==> src/rtl/lsu_pkg.sv <==
// Shared encodings for the load/store unit: funct3 codes, FSM states,
// byte-enable patterns and the request legality check.
package lsu_pkg;

    localparam logic [2:0] F3_B  = 3'b000;
    localparam logic [2:0] F3_H  = 3'b001;
    localparam logic [2:0] F3_W  = 3'b010;
    localparam logic [2:0] F3_BU = 3'b100;
    localparam logic [2:0] F3_HU = 3'b101;

    localparam logic [3:0] BE_BYTE = 4'b0001;
    localparam logic [3:0] BE_HALF = 4'b0011;
    localparam logic [3:0] BE_WORD = 4'b1111;

    typedef enum logic [1:0] {
        IDLE  = 2'd0,
        ISSUE = 2'd1,
        WAIT  = 2'd2,
        RESP  = 2'd3
    } lsu_state_e;

    // Unsigned variants only exist for loads; alignment follows access size.
    function automatic logic lsu_req_legal(input logic       we,
                                           input logic [2:0] funct3,
                                           input logic [1:0] off);
        logic legal;
        case (funct3)
            F3_B:    legal = 1'b1;
            F3_H:    legal = !off[0];
            F3_W:    legal = (off == 2'b00);
            F3_BU:   legal = !we;
            F3_HU:   legal = !we && !off[0];
            default: legal = 1'b0;
        endcase
        return legal;
    endfunction

endpackage

==> src/rtl/lsu_lane_align.sv <==
// Combinational byte-lane steering: store data/enables into word lanes and
// load data back out of its lane with sign or zero extension.
module lsu_lane_align
    import lsu_pkg::*;
(
    input  logic [2:0]  st_funct3_i,
    input  logic [1:0]  st_off_i,
    input  logic [31:0] st_wdata_i,
    output logic [3:0]  st_be_o,
    output logic [31:0] st_wdata_o,
    input  logic [2:0]  ld_funct3_i,
    input  logic [1:0]  ld_off_i,
    input  logic [31:0] ld_rdata_i,
    output logic [31:0] ld_data_o
);

    logic [31:0] ld_word;

    always_comb begin
        st_be_o    = BE_WORD;
        st_wdata_o = st_wdata_i;
        case (st_funct3_i)
            F3_B, F3_BU: begin
                st_be_o    = BE_BYTE << st_off_i;
                st_wdata_o = {24'b0, st_wdata_i[7:0]} << {st_off_i, 3'b000};
            end
            F3_H, F3_HU: begin
                st_be_o    = BE_HALF << st_off_i;
                st_wdata_o = {16'b0, st_wdata_i[15:0]} << {st_off_i, 3'b000};
            end
            default: begin
                st_be_o    = BE_WORD;
                st_wdata_o = st_wdata_i;
            end
        endcase
    end

    always_comb begin
        ld_word   = ld_rdata_i >> {ld_off_i, 3'b000};
        ld_data_o = ld_word;
        case (ld_funct3_i)
            F3_B:    ld_data_o = {{24{ld_word[7]}}, ld_word[7:0]};
            F3_BU:   ld_data_o = {24'b0, ld_word[7:0]};
            F3_H:    ld_data_o = {{16{ld_word[15]}}, ld_word[15:0]};
            F3_HU:   ld_data_o = {16'b0, ld_word[15:0]};
            default: ld_data_o = ld_word;
        endcase
    end

endmodule

==> src/rtl/lsu_mem_ctrl.sv <==
// Single-outstanding load/store controller: accepts one request, drives a
// req/gnt/rvalid memory handshake with timeout, returns one response pulse.
module lsu_mem_ctrl
    import lsu_pkg::*;
#(
    parameter int TIMEOUT_CYC = 64
) (
    input  logic        clk,
    input  logic        rst_n,
    input  logic        req_valid,
    output logic        req_ready,
    input  logic        req_we,
    input  logic [2:0]  req_funct3,
    input  logic [31:0] req_addr,
    input  logic [31:0] req_wdata,
    output logic        mem_req,
    input  logic        mem_gnt,
    output logic        mem_we,
    output logic [31:0] mem_addr,
    output logic [3:0]  mem_be,
    output logic [31:0] mem_wdata,
    input  logic        mem_rvalid,
    input  logic [31:0] mem_rdata,
    output logic        rsp_valid,
    output logic [31:0] rsp_rdata,
    output logic        rsp_err
);

    localparam int CNT_W = $clog2(TIMEOUT_CYC + 1);
    localparam logic [CNT_W-1:0] CNT_LAST = CNT_W'(TIMEOUT_CYC - 1);

    lsu_state_e       state_q, state_d;
    logic [CNT_W-1:0] cnt_q, cnt_d;
    logic [1:0]       off_q, off_d;
    logic [2:0]       f3_q, f3_d;
    logic             we_q, we_d;
    logic [31:0]      addr_q, addr_d;
    logic [3:0]       be_q, be_d;
    logic [31:0]      wdata_q, wdata_d;
    logic [31:0]      rdata_q, rdata_d;
    logic             err_q, err_d;
    logic             orphan_q, orphan_d;

    logic [3:0]       st_be;
    logic [31:0]      st_wdata;
    logic [31:0]      ld_data;

    lsu_lane_align u_lane_align (
        .st_funct3_i (req_funct3),
        .st_off_i    (req_addr[1:0]),
        .st_wdata_i  (req_wdata),
        .st_be_o     (st_be),
        .st_wdata_o  (st_wdata),
        .ld_funct3_i (f3_q),
        .ld_off_i    (off_q),
        .ld_rdata_i  (mem_rdata),
        .ld_data_o   (ld_data)
    );

    always_comb begin
        state_d  = state_q;
        cnt_d    = cnt_q;
        off_d    = off_q;
        f3_d     = f3_q;
        we_d     = we_q;
        addr_d   = addr_q;
        be_d     = be_q;
        wdata_d  = wdata_q;
        rdata_d  = rdata_q;
        err_d    = err_q;
        orphan_d = orphan_q;

        // A timed-out request may still see its late rvalid; it is consumed here.
        if (mem_rvalid && state_q != WAIT) begin
            orphan_d = 1'b0;
        end

        case (state_q)
            IDLE: begin
                if (req_valid) begin
                    off_d   = req_addr[1:0];
                    f3_d    = req_funct3;
                    we_d    = req_we;
                    rdata_d = '0;
                    if (lsu_req_legal(req_we, req_funct3, req_addr[1:0])) begin
                        addr_d  = {req_addr[31:2], 2'b00};
                        be_d    = st_be;
                        wdata_d = st_wdata;
                        err_d   = 1'b0;
                        state_d = ISSUE;
                    end else begin
                        err_d   = 1'b1;
                        state_d = RESP;
                    end
                end
            end
            ISSUE: begin
                if (mem_gnt) begin
                    cnt_d   = '0;
                    state_d = WAIT;
                end
            end
            WAIT: begin
                if (mem_rvalid) begin
                    rdata_d = we_q ? 32'h0 : ld_data;
                    err_d   = 1'b0;
                    state_d = RESP;
                end else if (cnt_q == CNT_LAST) begin
                    rdata_d  = '0;
                    err_d    = 1'b1;
                    orphan_d = 1'b1;
                    state_d  = RESP;
                end else begin
                    cnt_d = cnt_q + CNT_W'(1);
                end
            end
            RESP: begin
                state_d = IDLE;
            end
            default: begin
                state_d = IDLE;
            end
        endcase
    end

    always_ff @(posedge clk or negedge rst_n) begin
        if (!rst_n) begin
            state_q  <= IDLE;
            cnt_q    <= '0;
            off_q    <= '0;
            f3_q     <= '0;
            we_q     <= 1'b0;
            addr_q   <= '0;
            be_q     <= '0;
            wdata_q  <= '0;
            rdata_q  <= '0;
            err_q    <= 1'b0;
            orphan_q <= 1'b0;
        end else begin
            state_q  <= state_d;
            cnt_q    <= cnt_d;
            off_q    <= off_d;
            f3_q     <= f3_d;
            we_q     <= we_d;
            addr_q   <= addr_d;
            be_q     <= be_d;
            wdata_q  <= wdata_d;
            rdata_q  <= rdata_d;
            err_q    <= err_d;
            orphan_q <= orphan_d;
        end
    end

    // Handshake outputs decode from state so an async reset drops them at once.
    assign req_ready = (state_q == IDLE);
    assign mem_req   = (state_q == ISSUE);
    assign mem_we    = mem_req && we_q;
    assign mem_addr  = addr_q;
    assign mem_be    = be_q;
    assign mem_wdata = wdata_q;
    assign rsp_valid = (state_q == RESP);
    assign rsp_err   = rsp_valid && err_q;
    assign rsp_rdata = rdata_q;

    a_rvalid_only_in_wait: assert property (
        @(posedge clk) disable iff (!rst_n)
        (mem_rvalid && state_q != WAIT) |-> orphan_q
    ) else $error("lsu_mem_ctrl: mem_rvalid with no outstanding request");

endmodule

==> config.mk <==
export PLATFORM = sky130hd
export DESIGN_NAME = lsu_mem_ctrl
export DESIGN_NICKNAME = d
export VERILOG_FILES = /design/src/rtl/lsu_pkg.sv /design/src/rtl/lsu_lane_align.sv /design/src/rtl/lsu_mem_ctrl.sv
export SDC_FILE = /design/constraint.sdc
export NUM_CORES = 1
export LEC_CHECK = 0
export CAP_MARGIN = 20
export CORE_ASPECT_RATIO = 1.1
export CORE_UTILIZATION = 25
export CTS_CLUSTER_SIZE = 24
export DETAILED_ROUTE_END_ITERATION = 8
export GPL_TIMING_DRIVEN = 0
export PLACE_DENSITY_LB_ADDON = 0.2
export SYNTH_ARGS = -nofsm -noshare
export SYNTH_HDL_FRONTEND = slang
export SYNTH_HIERARCHICAL = 1
export SYNTH_SLANG_ARGS = --single-unit
==> constraint.sdc <==
create_clock -name clk -period 1.9 [get_ports clk]
set_input_delay 0.285 -clock clk [delete_from_list [all_inputs] [get_ports clk]]
set_output_delay 0.285 -clock clk [all_outputs]
set_load 0.01 [all_outputs]
==> key figures <==
Run
  • Total of max-cap violations: 0

Placement
  • Number of port buffers: 207
  • Dpl ws: -565 ps
  • Dpl hpwl: 13800 um
  • Placed cells: 1096
  • GPL Wtd Cong: 0.828

Die
  • Row count: 59
  • Ports: 210
  • Chip width: 150 um
  • Die Ht: 165 um
  • Die area: 24800 sq um
  • Core Box Area: 23700 sq um
  • Initial core utilization: 0.255

Global routing
  • GRT Util Overall: 0.154
  • Overflow after GRT: 0
  • Antenna violations before repair: 2
  • Largest net degree at the start of global routing: 62
  • First-pass GRT wire length: 29200 um
  • Number of global-route vias before repair: 5336

Timing
  • Worst Setup Slack, final: 53.2 ps
  • Final Slew Violations: 0
  • Clk_skew: 6.72 ps
  • Hold WS: 395 ps
  • RSZ-0062 raised after global routing: yes
  • Final Critical Period: 1850 ps
  • Worst slew pin tran: 604 ps
  • Final period util: 0.972
  • Slew margin rel.: 0.597
  • Final hold vios: 0
  • Maximum clock rate: 541 MHz
  • # setup viols final: 0

Critical path
  • CP Data Arrival Time: 2140 ps
  • Worst path slowest cell: clkdlybuf4s50_1
  • Crit path max fanout: 10
  • CP required: 2190 ps
  • Worst r2r src: state_q[0]
  • FF-to-FF setup slack: 80 ps
  • CP peak stage delay: 590 ps
  • Worst-case reg-to-reg path depth: 7
  • Setup crit start kind: input pin
  • CP Capture Type: flip-flop
  • Crit path capture: mem_addr[12]
  • Critical setup path kind: in -> reg
  • Worst R2R End: mem_addr[12]
  • Worst path cell trace: clkdlybuf4s50_1 > nor4_2 > o21bai_4 > buf_6 > buf_8 > mux2_4
  • Worst setup startpoint: req_addr[0]

Detailed routing
  • Post-detailed-route count of antenna-violating nets: 0
  • Residual DRC count: 0
  • Final WL: 18900 um
  • Iteration-0 DRC Markers: 191
  • Via/cell ratio: 4.66
  • First-pass DRT Iterations: 4
  • Routed wire per std cell: 16.6 um
  • Vias: 5312

Pwr
  • Gate power share: 0.481
  • Sw power: 0.00471 W
  • Leakage power: 3.98 nW
  • Sw frac: 0.344
  • Power share of the clock group: 0.227
  • Peak VDD IR: 666 uV
  • Internal: 0.00898 W
  • Power density over the cells: 1470 nW/um^2
  • Seq pwr share: 0.292

Outcome
  • Status: completed

Clocking
  • Clock transition at path regs: 50 ps
  • CTS tree: yes
  • TritonCTS Buffers: 17
  • Maximum buffer depth of the clock tree: 2
  • CTS Sinks: 114
  • H-tree Lvls: 4
  • CTS Root Cell: clkbuf_16
  • Skew-Pair Late Insertion Delay: 410 ps

Synthesis
  • Post-synthesis xor/xnor area fraction: 0
  • Register bit count reported by yosys: 114
  • Syn Area/Cell: 10.4 sq um
  • Syn Inst Count: 582
  • Compound-Gate Fraction of Synth Area: 0.140
  • Synth top area share: 0.472
  • Yosys top cell by area: dfrtp_1
  • Synth Area in Simple Gates: 0.130
  • Synthesis Warnings: 6
  • Sequential-to-total area share from yosys stat: 0.472
  • Synth Area in Adders: 0.0103
  • Distinct cells, synth: 46
  • Synth area leaders: dfrtp_1, mux2_2, mux2_4, o21ai_0, mux2i_1
  • Post-synthesis mux area share: 0.187
  • Mapped cell area: 6050 sq um
  • Largest family of logic cells by synthesized area: multiplexers

Cells and area
  • Area delta synth->final: 54.2%
  • Commonest non-fill, non-tap cell in the layout: clkdlybuf4s50_1
  • Final Core Density: 0.394
  • Share of layout cells above drive strength 1: 0.204
  • Layout Nets: 931
  • Finished Layout Cells: 1139
  • Commonest non-fill, non-tap cells in the layout: clkdlybuf4s50_1, dfrtp_1, o21ai_0, nand2_1, mux2_2

Min path
  • Hold crit path type: in -> async
[flip-flops by register name, summed over array words and instances (netlist names)]
name	flops
state_q	2
err_q	1
cnt_q	7
off_q	2
mem_wdata	32
rsp_rdata	32
mem_be	4
we_q	1
f3_q	3
mem_addr	30
[cell families (layout without fill, tap and decap cells)]
logic type	after synthesis	after routing
simple gates	153	153
fa+ha+maj	5	5
compound gates	137	137
mux	93	93
other cells	1	3
flops	114	114
buf+inv	79	329
[critical path: cells and delay by family]
| kind | cells | cell delay, ps |
|---|---|---|
| multiplexers | 1 | 300 |
| AO/OA/AOI/OAI | 1 | 130 |
| buffers and inverters | 3 | 920 |
| AND/OR/NAND/NOR | 1 | 500 |
[area by class of cell]
type | count | area, sq um
diodes | 1 | 2.50
plain buffers | 42 | 269
clock buffers | 21 | 460
clock inverters | 10 | 110
fillers | 2382 | 14400
inverters | 37 | 139
multi-input cells | 390 | 2930
flip-flops and latches | 114 | 2850
well taps | 305 | 382
repair buffers | 219 | 2180
[synthesized netlist by cell type (all sizes together)]
master	number
a21boi	2
mux2	72
and3	1
nand2b	7
buf	20
inv	37
o211ai	2
o21bai	3
nand2	49
a41oi	1
and2	12
a311oi	1
nand4b	2
conb	1
nand3b	1
or3	1
dfrtp	114
ha	5
nor4	2
nor3	1
o22ai	1
a221oi	1
nand4	33
or4	2
a21oi	11
o31ai	1
a22o	1
nor2	23
clkbuf	22
o21ai	73
nor2b	12
a31oi	1
a211oi	14
nand3	7
a22oi	25
mux2i	21
[what timing repair did]
action | CTS | global route
cloned | 0 | 0
hold endpoints to repair | 53 | 0
pin swaps | 1 | 4
setup endpoints to repair | 105 | 98
setup buffers | 3 | 7
gates resized for setup | 25 | 33
hold buffers | 1 | 0
[power by group through the flow]
| stage | sequential, W | combinational [W] | clock (W) |
|---|---|---|---|
| floorplan | 0.00436 | 0.00299 | 0 |
| global placement | 0.00402 | 0.00632 | 0 |
| detailed placement | 0.00401 | 0.00634 | 0 |
| CTS | 0.00401 | 0.00650 | 0.00322 |
| global route | 0.00415 | 0.00719 | 0.00332 |
| finish | 0.00400 | 0.00658 | 0.00311 |
[through the flow]
stage | setup TNS (ps) | power, W | area (sq um)
after floorplan | 0 | 0.00735 | 6060
after detailed placement | -47190 | 0.0103 | 8540
after global placement | -553820 | 0.0103 | 8510
after global routing | -1230 | 0.0147 | 9320
after CTS | -444 | 0.0137 | 9210
final | 0 | 0.0137 | 9330
[how the worst min path moves through the flow]
stage,slack [ps],start,cells past startpoint,end
floorplan,-10,rst_n,0,cnt_q[0]
global placement,490,mem_be[1],1,mem_be[1]
detailed placement,290,rst_n,1,rsp_rdata[12]
CTS,410,rst_n,2,rsp_rdata[12]
global route,440,rst_n,2,rsp_rdata[10]
finish,390,rst_n,2,rsp_rdata[12]
[layer usage]
| layer | global-route usage | vias to the layer above | wire length, um |
|---|---|---|---|
| met1 | 0.199 | 2549 | 8350 |
| met2 | 0.238 | 190 | 8570 |
| met5 | 0 | - | 13 |
| li1 | - | 2554 | - |
| met4 | 0.0450 | 2 | 227 |
| met3 | 0.0582 | 17 | 1770 |
(Power assumes the default switching activity.)
